$ cat src/rtl/ctl_round.sv
// Duck Hunt game-round sequencer: launches ducks, tracks ammo, misses and rounds.
// Optional ROUND_SPEEDUP_EN: duck horizontal speed rises with each launched round.
module ctl_round #(
    parameter int AMMO_PER_DUCK = 3,
    parameter int MAX_MISSES    = 3,
    parameter int INTRO_FRAMES  = 60,
    parameter int FALL_FRAMES   = 90,
    parameter int ESCAPE_FRAMES = 60,
    parameter int ROUND_W       = 6,
    parameter int BASE_H_SPD    = 10
) (
    input  logic               clk,
    input  logic               rst,
    input  logic               new_frame,
    input  logic               game_start,
    input  logic               hit,
    input  logic               shot_fired,
    input  logic               duck_offscreen,
    output logic               duck_launch,
    output logic               flight_active,
    output logic               fall_active,
    output logic               escape_active,
    output logic               game_over,
    output logic [1:0]         shots_left,
    output logic [1:0]         misses,
    output logic [ROUND_W-1:0] round_cnt,
    output logic [4:0]         duck_h_spd
);

    // state    | meaning
    // IDLE     | after reset, waiting for game_start
    // INTRO    | pre-launch pause, INTRO_FRAMES frames
    // FLIGHT   | duck in the air, player shooting
    // FALL     | duck hit, falling for FALL_FRAMES frames
    // ESCAPE   | duck got away, ESCAPE_FRAMES frames
    // GAMEOVER | MAX_MISSES reached, frozen until game_start
    typedef enum logic [2:0] {
        S_IDLE, S_INTRO, S_FLIGHT, S_FALL, S_ESCAPE, S_GAMEOVER
    } state_t;

    localparam int MAX_FR_A = (INTRO_FRAMES > FALL_FRAMES) ? INTRO_FRAMES : FALL_FRAMES;
    localparam int MAX_FR   = (MAX_FR_A > ESCAPE_FRAMES) ? MAX_FR_A : ESCAPE_FRAMES;
    localparam int CNT_W    = $clog2(MAX_FR) + 1;

    state_t             state_q, state_d;
    logic [CNT_W-1:0]   frame_cnt_q, frame_cnt_d;
    logic [1:0]         shots_q, shots_d;
    logic [1:0]         misses_q, misses_d;
    logic [ROUND_W-1:0] round_q, round_d;
    logic               launch_q, launch_d;
    logic               flight_q, fall_q, escape_q, over_q;

    logic intro_done, fall_done, escape_done;

    assign intro_done  = new_frame && (frame_cnt_q == CNT_W'(INTRO_FRAMES - 1));
    assign fall_done   = new_frame && (frame_cnt_q == CNT_W'(FALL_FRAMES - 1));
    assign escape_done = new_frame && (frame_cnt_q == CNT_W'(ESCAPE_FRAMES - 1));

    always_ff @(posedge clk) begin
        if (!rst) state_q <= S_IDLE;
        else      state_q <= state_d;
    end

    always_comb begin
        state_d = state_q;
        if (game_start) begin
            state_d = S_INTRO;
        end else begin
            case (state_q)
                S_INTRO:  if (intro_done) state_d = S_FLIGHT;
                S_FLIGHT: begin
                    if (hit)                                 state_d = S_FALL;
                    else if (duck_offscreen)                 state_d = S_ESCAPE;
                    else if (shot_fired && shots_q == 2'd1)  state_d = S_ESCAPE;
                end
                S_FALL:   if (fall_done) state_d = S_INTRO;
                S_ESCAPE: if (escape_done)
                    state_d = (misses_q == 2'(MAX_MISSES)) ? S_GAMEOVER : S_INTRO;
                default:  state_d = state_q;
            endcase
        end
    end

    always_comb begin
        frame_cnt_d = frame_cnt_q;
        shots_d     = shots_q;
        misses_d    = misses_q;
        round_d     = round_q;
        launch_d    = 1'b0;
        if (game_start) begin
            frame_cnt_d = '0;
            shots_d     = '0;
            misses_d    = '0;
            round_d     = '0;
        end else begin
            if (state_d != state_q)
                frame_cnt_d = '0;
            else if (new_frame && (state_q == S_INTRO || state_q == S_FALL || state_q == S_ESCAPE))
                frame_cnt_d = frame_cnt_q + 1'b1;

            if (state_q == S_INTRO && state_d == S_FLIGHT) begin
                launch_d = 1'b1;
                shots_d  = 2'(AMMO_PER_DUCK);
                round_d  = (round_q == '1) ? round_q : round_q + 1'b1;
            end

            // an offscreen duck without a hit swallows the shot
            if (state_q == S_FLIGHT && shot_fired && (hit || !duck_offscreen) && shots_q != 2'd0)
                shots_d = shots_q - 2'd1;

            if (state_d == S_ESCAPE && state_q != S_ESCAPE && misses_q != 2'(MAX_MISSES))
                misses_d = misses_q + 2'd1;
        end
    end

    always_ff @(posedge clk) begin
        if (!rst) begin
            frame_cnt_q <= '0;
            shots_q     <= '0;
            misses_q    <= '0;
            round_q     <= '0;
            launch_q    <= 1'b0;
            flight_q    <= 1'b0;
            fall_q      <= 1'b0;
            escape_q    <= 1'b0;
            over_q      <= 1'b0;
        end else begin
            frame_cnt_q <= frame_cnt_d;
            shots_q     <= shots_d;
            misses_q    <= misses_d;
            round_q     <= round_d;
            launch_q    <= launch_d;
            flight_q    <= (state_d == S_FLIGHT);
            fall_q      <= (state_d == S_FALL);
            escape_q    <= (state_d == S_ESCAPE);
            over_q      <= (state_d == S_GAMEOVER);
        end
    end

`ifdef ROUND_SPEEDUP_EN
    logic [ROUND_W+3:0] rnd_m1_w;
    logic [3:0]         spd_add;
    logic [5:0]         spd_sum;
    logic [4:0]         spd_q;

    always_comb begin
        rnd_m1_w = {4'b0, round_d} - 1'b1;
        spd_add  = (rnd_m1_w > (ROUND_W+4)'(15)) ? 4'd15 : rnd_m1_w[3:0];
        spd_sum  = 6'(BASE_H_SPD) + {2'b0, spd_add};
    end

    always_ff @(posedge clk) begin
        if (!rst || game_start) spd_q <= 5'(BASE_H_SPD);
        else if (launch_d)      spd_q <= (spd_sum > 6'd31) ? 5'd31 : spd_sum[4:0];
    end

    assign duck_h_spd = spd_q;
`else
    assign duck_h_spd = 5'(BASE_H_SPD);
`endif

    assign duck_launch   = launch_q;
    assign flight_active = flight_q;
    assign fall_active   = fall_q;
    assign escape_active = escape_q;
    assign game_over     = over_q;
    assign shots_left    = shots_q;
    assign misses        = misses_q;
    assign round_cnt     = round_q;

endmodule

$ cat config.mk
export PLATFORM = sky130hd
export DESIGN_NAME = ctl_round
export DESIGN_NICKNAME = d
export VERILOG_FILES = /design/src/rtl/ctl_round.sv
export SDC_FILE = /design/constraint.sdc
export NUM_CORES = 1
export LEC_CHECK = 0
export BUFFER_PORTS_ARGS = -buffer_cell sky130_fd_sc_hd__clkbuf_2
export CAP_MARGIN = 20
export CORE_MARGIN = 8
export CORE_UTILIZATION = 45
export CTS_CLUSTER_SIZE = 25
export DETAILED_ROUTE_END_ITERATION = 8
export MAX_ROUTING_LAYER = met4
export PLACE_DENSITY = 0.69
export RECOVER_POWER = 50
export SLEW_MARGIN = 20
export SYNTH_ARGS = -nofsm -noshare
export SYNTH_HDL_FRONTEND = slang
export SYNTH_SLANG_ARGS = --single-unit
$ cat constraint.sdc
create_clock -name clk -period 1.7 [get_ports clk]
set_input_delay 0.085 -clock clk [delete_from_list [all_inputs] [get_ports clk]]
set_output_delay 0.085 -clock clk [all_outputs]
set_load 0.01 [all_outputs]
After elaboration in Yosys (flattened, before gate mapping):

Cells that the tools add are included.

* input bits: 7
* bits in registers: 26
* memories kept: 0
* ROM bits: 0
* bits in writable memories: 0
* word-level logic and storage cells: 63
* output and inout port bits: 20
* latch bits: 0

* multiplexer cells: 12
* divide/modulo/power cells: 0
* $add $sub $neg: 4
* equal/unequal tests: 16
* bitwise operators: 2
* $mul: 0
* magnitude comparators: 0
* shift-type cells: 0
* reductions and logical operators: 19

Operator list (count)
* $mux 3: 8
* $eq 3x2->1 const B: 4
* $pmux 3 s4: 1
* $logic_and 1x1->1: 10
* $eq 3x3->1 const B: 3
* $add 8x1->8 const B: 1
* $eq 8x6->1 const B: 1
* $eq 8x7->1 const B: 1
* $add 6x1->6 const B: 1
* $eq 6x6->1 const B: 1
* $mux 2: 2
* $reduce_bool 2->1: 2
* $eq 3x1->1 const B: 1
* $logic_or 1x1->1: 3
* $ne 3x3->1: 1
* $ne 3x3->1 const B: 1
* $reduce_or 3->1: 1
* $add 2x1->2 const B: 1
* $eq 2x1->1 const B: 1
* $eq 2x2->1 const B: 1
* $ne 2x2->1 const B: 1
* $not 1->1: 2
* $reduce_and 2->1: 1
* $reduce_or 2->1: 1
* 3 further kinds: 3

Logic depth before layout (Yosys ltp):

Gate-level depths: netlist of the first run.

* word-level depth: 11
* gate-level depth with buffers: 7
* gate-level depth less buffers: 7

Least setup slack after synthesis of the first run:

Ideal clock, no wire load.

* path kind: reg-to-reg
* from: register frame_cnt_q[0]
* to: register misses_q[0], in the netlist misses[0]
* arrival time: 1.696 ns
* path slack: -0.130 ns
* stages on the path, launching flop included: 7
* buffers on the path: 0
* cell sequence: dfxtp_1 ha_1 and4_1 nand4_2 a2111o_1 o211ai_1 o31ai_1

* longest elaborated chain between the ends: 8

RTL lines
* from (decl): line 46 `logic [CNT_W-1:0] frame_cnt_q, frame_cnt_d;`
* from (signal assigned): line 128 `frame_cnt_q <= frame_cnt_d;`
* $eq 8x6->1 / $eq 8x7->1 (equally long branches): line 55, 57, 56
* $logic_and 1x1->1 (on tied branches): line 55, 57, 56
* $mux 3 (on tied branches): line 77, 70, 76
* $pmux 3 s4 *: line 69 `case (state_q)`
* $mux 3 *: line 66 `if (game_start) begin`
* $eq 3x3->1 *: line 111 `if (state_d == S_ESCAPE && state_q != S_ESCAPE && misses_q != 2'(MAX_MISSES))`
* $logic_and 1x1->1 * (2 in series): line 111
* to (signal assigned): line 130 `misses_q <= misses_d;`
* to (decl): line 48 `logic [1:0] misses_q, misses_d;`

Every way passes the cells marked *; elsewhere a longest branch is shown, timed or not.
A chain may end at the register's enable or synchronous reset.

Final worst setup path of the first run:

* from: register frame_cnt_q[6]
* to: register round_q[2], in the netlist round_cnt[2]

* longest elaborated chain between the ends: 8

RTL lines
* $eq 8x6->1 / $eq 8x7->1 (equally long branches): line 55, 57, 56
* $logic_and 1x1->1 (on tied branches): line 55, 57, 56
* $mux 3 (on tied branches): line 77, 70, 76
* $pmux 3 s4 *: line 69
* $mux 3 *: line 66
* $eq 3x2->1 *: line 101 `if (state_q == S_INTRO && state_d == S_FLIGHT) begin`
* $logic_and 1x1->1 *: line 101
* $reduce_and 2->1 (no line) *
* to (signal assigned): line 131 `round_q <= round_d;`
* to (decl): line 49 `logic [ROUND_W-1:0] round_q, round_d;`

Marked as above.

==> key figures, run 1 <==
Outcome
  – Status: finished, violations left
  – Failing checks: setup timing

Pwr
  – Final Power: 0.00113 W
  – Power Dens Cells: 548 nW/um^2
  – Maximum VDD drop: 0.000445 V
  – Pleak: 0.789 nW

Hold path
  – Hold worst-path end: state_q[1]
  – Hold Crit Start: rst
  – Worst Hold Path Cells: 2
  – Tightest Hold Check Type: input port to flop

STA
  – Tcrit/Tclk final: 112%
  – Setup violators final: 23
  – RSZ-0062 raised after global routing: yes
  – Fin crit period: 1.90 ns
  – Min setup slack post-route: -0.202 ns
  – Fin. max-slew vios: 0
  – Final clock skew: 0.00362 ns
  – Fmax: 526 MHz
  – Hold WS: 0.0490 ns
  – Number of hold violations in the final report: 0
  – Setup TNS: -3.10 ns

Cells and area
  – Area grow syn2layout: 38.0%
  – Most common cell after layout, fill and taps aside: buf_4
  – Antenna diodes: 0
  – Nets@finish: 232
  – Layout cells sized above 1: 41.3%
  – Most frequent cells in the layout: buf_4, dfxtp_1, nor2_1

Clocking
  – Htree depth: 1
  – Clk sinks: 26
  – Clock-pin slew on the worst setup and hold paths: 0.14 ns
  – Worst skew pair latency: 0.33 ns
  – TritonCTS Buffers: 3
  – Max clock buf depth: 2
  – # hold bufs at CTS: 0
  – Root Buffer: clkbuf_4
  – TritonCTS clock tree: yes

Routing
  – Mean number of vias per cell: 5.36
  – Antenna Violating Nets Remaining: 0
  – Final wirelength: 4.00 mm
  – Initial DRT Pass Iterations: 4
  – Starting DRC count in detailed routing: 103
  – Per-cell routed wire length: 15.1 um
  – Via count: 1414
  – DRC Markers: 0

Synthesis
  – Mapped cell area: 1490 sq um
  – Mapped Cells: 164
  – Yosys cell types: 51
  – Post-synth top area share: 34.9%
  – Ranking of synthesized cells by area: dfxtp_1, ha_1, xnor2_1
  – Avg Synthesized Cell Area: 9.09 sq um
  – Synth Warn #: 0
  – Synth area leader: dfxtp_1
  – Synth Register Bits: 26
  – Seq/Total Area, Yosys: 34.9%

Setup path
  – R2R Path Start: frame_cnt_q[6]
  – Crit Path Class: flop to flop
  – Reg-to-Reg End: round_cnt[2]
  – Worst setup path startpoint: frame_cnt_q[6]
  – Arr. time, crit path: 2.18 ns
  – Worst Path Required: 1.98 ns
  – R2R depth: 6
  – Critical path capture point type: flop
  – Flop2flop setup slack: -0.20 ns
  – Crit-path max FO: 4
  – Critical path launch point type: flop

Global route
  – Largest net degree at the start of global routing: 15
  – First-pass GRT wire length: 6.31 mm
  – GRT Resource Usage Total: 15.0%
  – Initial antenna violation count: 0
  – Final global-route overflow total: 0
  – Number of global-route vias before repair: 1392

Floorplanning
  – IO Pins: 27
  – Die area: 5410 sq um
  – Die span in x: 73.5 um
  – Die Ht: 73.5 um
  – Starting Density: 45.7%
  – FP Rows: 21
  – Area of the core: 3260 sq um

Flow run
  – Number of max-cap violations: 0

Placement
  – Placer Congestion: 0.859
  – Final HPWL from detailed placement: 2.92 mm
  – PortBufs: 21
## stage by stage
stage,worst slack (ns),utilization (%),cell area (sq um),cells
2_1_floorplan,-0.00997,-,1510,167
4_1_cts,-0.180,58.3,1900,261
3_3_place_gp,-0.146,56.6,1850,256
6_report,-0.202,63.1,2060,264
3_5_place_dp,-0.183,56.6,1850,256
5_1_grt,-0.258,63.1,2060,264
## synthesized netlist by cell type (all sizes together)
| library cell | n |
|---|---|
| inv | 8 |
| a21boi | 2 |
| a21bo | 1 |
| o31ai | 3 |
| dfxtp | 26 |
| nand3b | 3 |
| o21ba | 1 |
| nor2b | 3 |
| mux2i | 2 |
| conb | 2 |
| or4b | 1 |
| o21bai | 2 |
| o311ai | 2 |
| o21ai | 4 |
| nand2 | 10 |
| ha | 6 |
| or3b | 1 |
| a2111o | 1 |
| nand2b | 3 |
| nand4b | 1 |
| and2b | 1 |
| nor3b | 2 |
| nand4 | 5 |
| nor3 | 11 |
| and2 | 6 |
| nor4 | 3 |
| buf | 8 |
| a21oi | 5 |
| a211o | 1 |
| a211oi | 3 |
| xnor2 | 9 |
| xor2 | 1 |
| nor2 | 14 |
| and3 | 4 |
| nor4b | 2 |
| o211ai | 4 |
| a221oi | 1 |
| and4 | 1 |
| a41oi | 1 |
## where the power goes
group / switching [W] / internal (W)
clock: 0.000187 / 0.000131
combinational: 0.0000991 / 0.0000853
sequential: 0.0000106 / 0.000613
total: 0.000297 / 0.000830
## final cells by class
| class | instances | area (sq um) |
|---|---|---|
| Tap cell | 46 | 57.6 |
| Inverter | 8 | 30.0 |
| Sequential cell | 26 | 538 |
| Clock buffer | 4 | 36.3 |
| Multi-Input combinational cell | 125 | 1030 |
| Timing Repair Buffer | 55 | 362 |
| Fill cell | 284 | 1200 |
## worst max-delay path by stage
stage | to | cells after the start
final | round_cnt[2] | 6
after CTS | round_cnt[4] | 5
after global placement | round_cnt[5] | 7
after global routing | misses[1] | 7
after detailed placement | round_cnt[4] | 5
after floorplan | misses[0] | 7
## state kept, by name, indices dropped and copies added, names as in the netlist
register / flops
state_q: 3
round_cnt: 6
escape_active: 1
flight_active: 1
frame_cnt_q: 8
duck_launch: 1
shots_left: 2
fall_active: 1
game_over: 1
misses: 2
## worst max-delay path, cell delays in order, from the launching register on
cell      delay (ns)
dfxtp_4         0.39
or4b_4          0.57
o311ai_4        0.31
buf_6           0.17
a21oi_2         0.09
a21bo_1         0.21
a21oi_1         0.11
## cell families after synthesis
family | synth area share (%)
DFF | 34.9
AOI/OAI and AO/OA | 18.0
and+or+nand+nor | 28.1
buffers and inverters | 5.71
other | 0.504
xor gates and xnor gates | 6.38
muxes | 1.34
adders and majority gates | 5.04
## per-layer routing
layer | part of all wire (%) | global-route usage, % | vias to the layer above
met2 | 55 | 27.3 | 36
met4 | 1.7 | 4.88 | 0
met1 | 39 | 15.3 | 677
met5 | 0 | - | -
met3 | 3.4 | 3.82 | 11
li1 | - | - | 690
## what timing repair did
item,4_1_cts,5_1_grt
setup endpoints to repair,23,25
pin swaps,7,15
buffers inserted,1,3
resized for setup,6,31
Power figures use the tool's default switching activity.
==> run 2, diff against run 1 <==
CORE_UTILIZATION = 49   (was 45)
PLACE_DENSITY = 0.74   (was 0.69)
SETUP_SLACK_MARGIN = 0.15   (was unset)
==> run 2 against run 1 <==
  * The flow still finishes with violations (setup timing)
  * Sequential power increased by 1%
  * Clock-buffer cell count decreased by 1
  * Wire length decreased by 1.6%
  * Combinational power about the same
  * Non-clock buffer count increased by 3
  * Via count increased by 1.6%
  * Total power increased by 11%
  * Worst hold slack improved by 0.011 ns
  * Largest cell class unchanged
  * Critical path type unchanged
  * Core utilization increased by 6.0 points
==> key figures, run 2 (same netlist as run 1, synthesis figures left out) <==
Floorplanning
  – Die area: 5060 sq um
  – Starting Density: 50.0%
  – FP Rows: 20
  – Die span in x: 71.1 um
  – IO Pins: 27
  – Area of the core: 2980 sq um
  – Die Ht: 71.1 um

STA
  – Slew headroom: 66.3%
  – Number of hold violations in the final report: 0
  – Final clock skew: 0.00880 ns
  – Fin. max-slew vios: 0
  – Setup TNS: -1.91 ns
  – Min setup slack post-route: -0.192 ns
  – Fmax: 528 MHz
  – Worst-margin pin slew: 0.504 ns
  – Tcrit/Tclk final: 111%
  – RSZ-0062 raised after global routing: yes
  – Setup violators final: 23
  – Fin crit period: 1.89 ns

Global route
  – Initial antenna violation count: 0
  – GRT Resource Usage Total: 15.8%
  – First-pass GRT wire length: 6.49 mm
  – Largest net degree at the start of global routing: 16
  – Number of global-route vias before repair: 1479
  – Final global-route overflow total: 0

Setup path
  – Arr. time, crit path: 2.11 ns
  – Crit-path max FO: 5
  – CP Cell Sequence: or4b_4 -> o311ai_4 -> buf_6 -> a21boi_4 -> a41oi_2 -> a211oi_2
  – Max stage delay on crit path: 0.57 ns
  – Reg-to-Reg End: round_cnt[4]
  – Worst Path Required: 1.92 ns
  – R2R depth: 6
  – Critical path launch point type: flop
  – Critical path capture point type: flop
  – Flop2flop setup slack: -0.19 ns
  – Slowest cell on crit path: or4b_4
  – Crit Path Class: flop to flop
  – R2R Path Start: frame_cnt_q[6]

Hold path
  – Tightest Hold Check Type: input port to flop
  – Worst Hold Path Cells: 2
  – Hold Crit Start: rst
  – Hold worst-path end: state_q[1]

Clocking
  – Max clock buf depth: 2
  – Clock-pin slew on the worst setup and hold paths: 0.15 ns
  – # hold bufs at CTS: 0
  – Root Buffer: clkbuf_4
  – Htree depth: 1
  – Worst skew pair latency: 0.33 ns
  – TritonCTS Buffers: 3
  – TritonCTS clock tree: yes
  – Clk sinks: 26

Outcome
  – Failing checks: setup timing
  – Status: finished, violations left

Cells and area
  – Final Non-Filler Cells: 254
  – Layout cells sized above 1: 41.6%
  – Fin util: 69.2%
  – Most frequent cells in the layout: buf_4, dfxtp_1, nor2_1
  – Largest register by flop count: frame_cnt_q
  – Most common cell after layout, fill and taps aside: buf_4
  – Largest register FFs: 8
  – Area grow syn2layout: 38.2%
  – Antenna diodes: 0
  – Nets@finish: 235

Routing
  – Initial DRT Pass Iterations: 4
  – Antenna Violating Nets Remaining: 0
  – Starting DRC count in detailed routing: 85
  – Via count: 1436
  – Per-cell routed wire length: 15.5 um
  – Mean number of vias per cell: 5.65
  – Final wirelength: 3.93 mm
  – DRC Markers: 0

Pwr
  – Power Dens Cells: 607 nW/um^2
  – Final Power: 0.00125 W
  – Maximum VDD drop: 0.000460 V
  – Pleak: 0.824 nW

Placement
  – Placer Congestion: 0.883
  – Final HPWL from detailed placement: 2.79 mm
  – Placed cell count: 244
  – PortBufs: 21

Flow run
  – Number of max-cap violations: 0
-- run 2: changes by cell type in the layout (fill, tap and decap cells not counted), moves of 2 or more --
cell / delta
dfxtp_4: -3
nor3_2: -2
buf_4: +2
nor4_2: +2
dfxtp_2: +5
a21oi_1: -2
nor3_1: +2
dfxtp_1: -2
-- run 2: per-stage QoR --
step | hold WS [ns] | setup slack (ns) | instance area, sq um
CTS | 0.0449 | -0.160 | 2000
floorplan | 0.207 | -0.00624 | 1540
global placement | 0.375 | -0.131 | 1870
detailed placement | 0.382 | -0.159 | 1870
finish | 0.0596 | -0.192 | 2060
global route | 0.0479 | -0.255 | 2060
-- run 2: worst max path at each step --
stage | slack (ns) | from | to
final | -0.19 | frame_cnt_q[6] | round_cnt[4]
after global routing | -0.25 | frame_cnt_q[0] | misses[1]
after CTS | -0.16 | frame_cnt_q[2] | misses[1]
after detailed placement | -0.16 | frame_cnt_q[7] | round_cnt[4]
after global placement | -0.13 | frame_cnt_q[2] | frame_cnt_q[6]
after floorplan | -0.006 | frame_cnt_q[7] | round_cnt[4]
-- run 2: layout make-up --
type | instances | area (sq um)
sequential | 26 | 533
inverter | 8 | 30.0
multi-input combinational | 125 | 1010
timing repair buffer | 58 | 395
clock inverter | 1 | 30.0
tap | 33 | 41.3
fill | 238 | 918
clock buffer | 3 | 22.5
-- run 2: repair_timing --
| action | CTS | global route |
|---|---|---|
| gates resized for setup | 10 | 15 |
| pin swaps | 16 | 5 |
| setup endpoints to repair | 26 | 26 |
| buffers inserted | 4 | 2 |
-- run 2: report_power, final --
| part | switching (W) | total (W) | internal [W] |
|---|---|---|---|
| sequential | 0.0000113 | 0.000630 | 0.000618 |
| clock | 0.000200 | 0.000438 | 0.000238 |
| combinational | 0.0000965 | 0.000183 | 0.0000869 |
| total | 0.000307 | 0.00125 | 0.000944 |
-- run 2: worst max-delay path: cells and delay by family (launching register included) --
kind            cells  cell delay (ns)
buf+inv             1             0.18
flops               1             0.36
compound gates      4             0.67
simple gates        1             0.57
-- run 2: per-layer routing --
layer | GRT usage [%] | vias up | part of all wire, %
li1 | - | 693 | -
met1 | 15.5 | 694 | 39
met2 | 29.6 | 37 | 55
met3 | 2.68 | 12 | 3.6
met4 | 6.47 | 0 | 2.1
met5 | - | - | 0
==> run 3, diff against run 2 <==
clock period = 1.6 ns   (was 1.7 ns; I/O delays follow)
==> run 3 against run 2 <==
  * The flow still finishes with violations (setup timing)
  * Clock-buffer cell count unchanged
  * First-iteration DRC count is 14% higher
  * Die area did not move
  * Worst setup slack got worse by 0.12 ns
  * Critical path depth is 1 higher
  * Register-to-register slack lost 0.12 ns
  * Flip-flop and latch count unchanged
  * Wire length is 7.6% higher
  * Maximum frequency shrank 0.83%
  * Clock power is 8.4% higher
  * Critical path type unchanged
  * Critical endpoint is now misses[1]
  * Largest power group unchanged
==> key figures, run 3 (same netlist as run 1, synthesis figures left out) <==
Outcome
  – Status: finished, violations left
  – Failing checks: setup timing

Pwr
  – Maximum VDD drop: 0.000311 V
  – Power Dens Cells: 626 nW/um^2
  – Pleak: 0.856 nW
  – Final Power: 0.00136 W

STA
  – Number of hold violations in the final report: 0
  – Min setup slack post-route: -0.308 ns
  – Slew headroom: 65.8%
  – Worst-margin pin slew: 0.511 ns
  – Fin. max-slew vios: 0
  – Final clock skew: 0.00210 ns
  – Fmax: 524 MHz
  – Fin crit period: 1.91 ns
  – RSZ-0062 raised after global routing: yes
  – Setup violators final: 26
  – Hold WS: 0.0483 ns
  – Tcrit/Tclk final: 119%

Flow run
  – Number of max-cap violations: 0

Hold path
  – Hold Crit Start: rst
  – Tightest Hold Check Type: input port to flop
  – Worst Hold Path Cells: 2
  – Hold worst-path end: state_q[1]

Global route
  – GRT Resource Usage Total: 16.4%
  – Largest net degree at the start of global routing: 16
  – Final global-route overflow total: 0
  – Initial antenna violation count: 0
  – Number of global-route vias before repair: 1433
  – First-pass GRT wire length: 6.69 mm

Routing
  – Via count: 1471
  – Initial DRT Pass Iterations: 4
  – DRC Markers: 0
  – Final wirelength: 4.23 mm
  – Starting DRC count in detailed routing: 97
  – Antenna Violating Nets Remaining: 0
  – Per-cell routed wire length: 16.3 um
  – Mean number of vias per cell: 5.66

Floorplanning
  – IO Pins: 27
  – Die Ht: 71.1 um
  – FP Rows: 20
  – Die span in x: 71.1 um
  – Area of the core: 2980 sq um
  – Starting Density: 50.0%
  – Die area: 5060 sq um

Cells and area
  – Nets@finish: 241
  – Area grow syn2layout: 46.3%
  – Design area: 2180 sq um
  – Largest register FFs: 8
  – Most frequent cells in the layout: buf_4, dfxtp_1, clkbuf_2
  – Largest register by flop count: frame_cnt_q
  – Fin util: 73.2%
  – Layout cells sized above 1: 46.7%
  – Most common cell after layout, fill and taps aside: buf_4
  – Fillers: 215
  – Antenna diodes: 0

Placement
  – PortBufs: 21
  – Final HPWL from detailed placement: 2.88 mm
  – Placer Congestion: 0.991
  – DP Area: 1900 sq um

Setup path
  – Worst Path Required: 1.87 ns
  – Crit Path Class: flop to flop
  – R2R Path Start: frame_cnt_q[1]
  – Flop2flop setup slack: -0.31 ns
  – Critical path launch point type: flop
  – Critical path capture point type: flop
  – CP delay by family, top: compound AO/OA/AOI/OAI gates
  – CP Cell Sequence: ha_4 -> nand4_1 -> o311ai_4 -> buf_6 -> a2111o_1 -> buf_4 -> o31ai_1
  – R2R depth: 7
  – Crit-path max FO: 5
  – Max stage delay on crit path: 0.46 ns
  – Worst setup path startpoint: frame_cnt_q[1]
  – Reg-to-Reg End: misses[1]
  – Slowest cell on crit path: a2111o_1
  – Arr. time, crit path: 2.18 ns
  – CP Buf/Inv Count: 2
  – Stages on worst setup path: 7

Clocking
  – TritonCTS clock tree: yes
  – Root Buffer: clkbuf_4
  – TritonCTS Buffers: 3
  – Worst skew pair latency: 0.35 ns
  – Clk sinks: 26
  – Htree depth: 1
  – Clock-pin slew on the worst setup and hold paths: 0.15 ns
  – Max clock buf depth: 2
## run 3: worst max path at each step
stage,end,slack (ns)
2_1_floorplan,round_cnt[4],-0.11
3_5_place_dp,frame_cnt_q[6],-0.27
6_report,misses[1],-0.31
3_3_place_gp,frame_cnt_q[6],-0.21
4_1_cts,misses[0],-0.29
5_1_grt,misses[1],-0.38
## run 3: area by class of cell
class / count / area, sq um / area share (%)
multi-input cells: 125 / 1060 / 48.9
flip-flops and latches: 26 / 541 / 24.8
repair buffers: 64 / 450 / 20.7
well taps: 33 / 41.3 / 1.89
clock inverters: 1 / 30.0 / 1.38
inverters: 8 / 30.0 / 1.38
clock buffers: 3 / 22.5 / 1.03
## run 3: metal layers
metal  wire [um]  track usage [%]
met5           0                -
met4         115             6.24
met3         191             2.82
met2        2310             29.6
met1        1610             17.2
## run 3: where the power goes
group          internal, W  switching (W)  leakage [nW]
clock network     0.000254       0.000221        0.0279
logic             0.000109       0.000117         0.613
registers         0.000652      0.0000116         0.216
total              0.00102       0.000349         0.856
## run 3: metrics by stage
step / TNS, ns / setup slack, ns / instances
3_5_place_dp: -4.41 / -0.270 / 249
3_3_place_gp: -3.25 / -0.208 / 249
5_1_grt: -6.70 / -0.377 / 260
4_1_cts: -4.43 / -0.290 / 255
2_1_floorplan: -1.45 / -0.106 / 167
6_report: -5.25 / -0.308 / 260
## run 3: timing repair
action,in CTS,in global routing
setup buffers,2,5
resized for setup,7,34
hold buffers,0,0
pin swaps,3,14
endpoints found under the setup margin,26,26
## run 3: worst register-to-register path: cells and delay by family (launching register included)
family          cells  cell delay [ns]
buf+inv             2             0.32
compound gates      3             0.80
flops               1             0.39
fa+ha+maj           1             0.17
simple gates        1             0.17
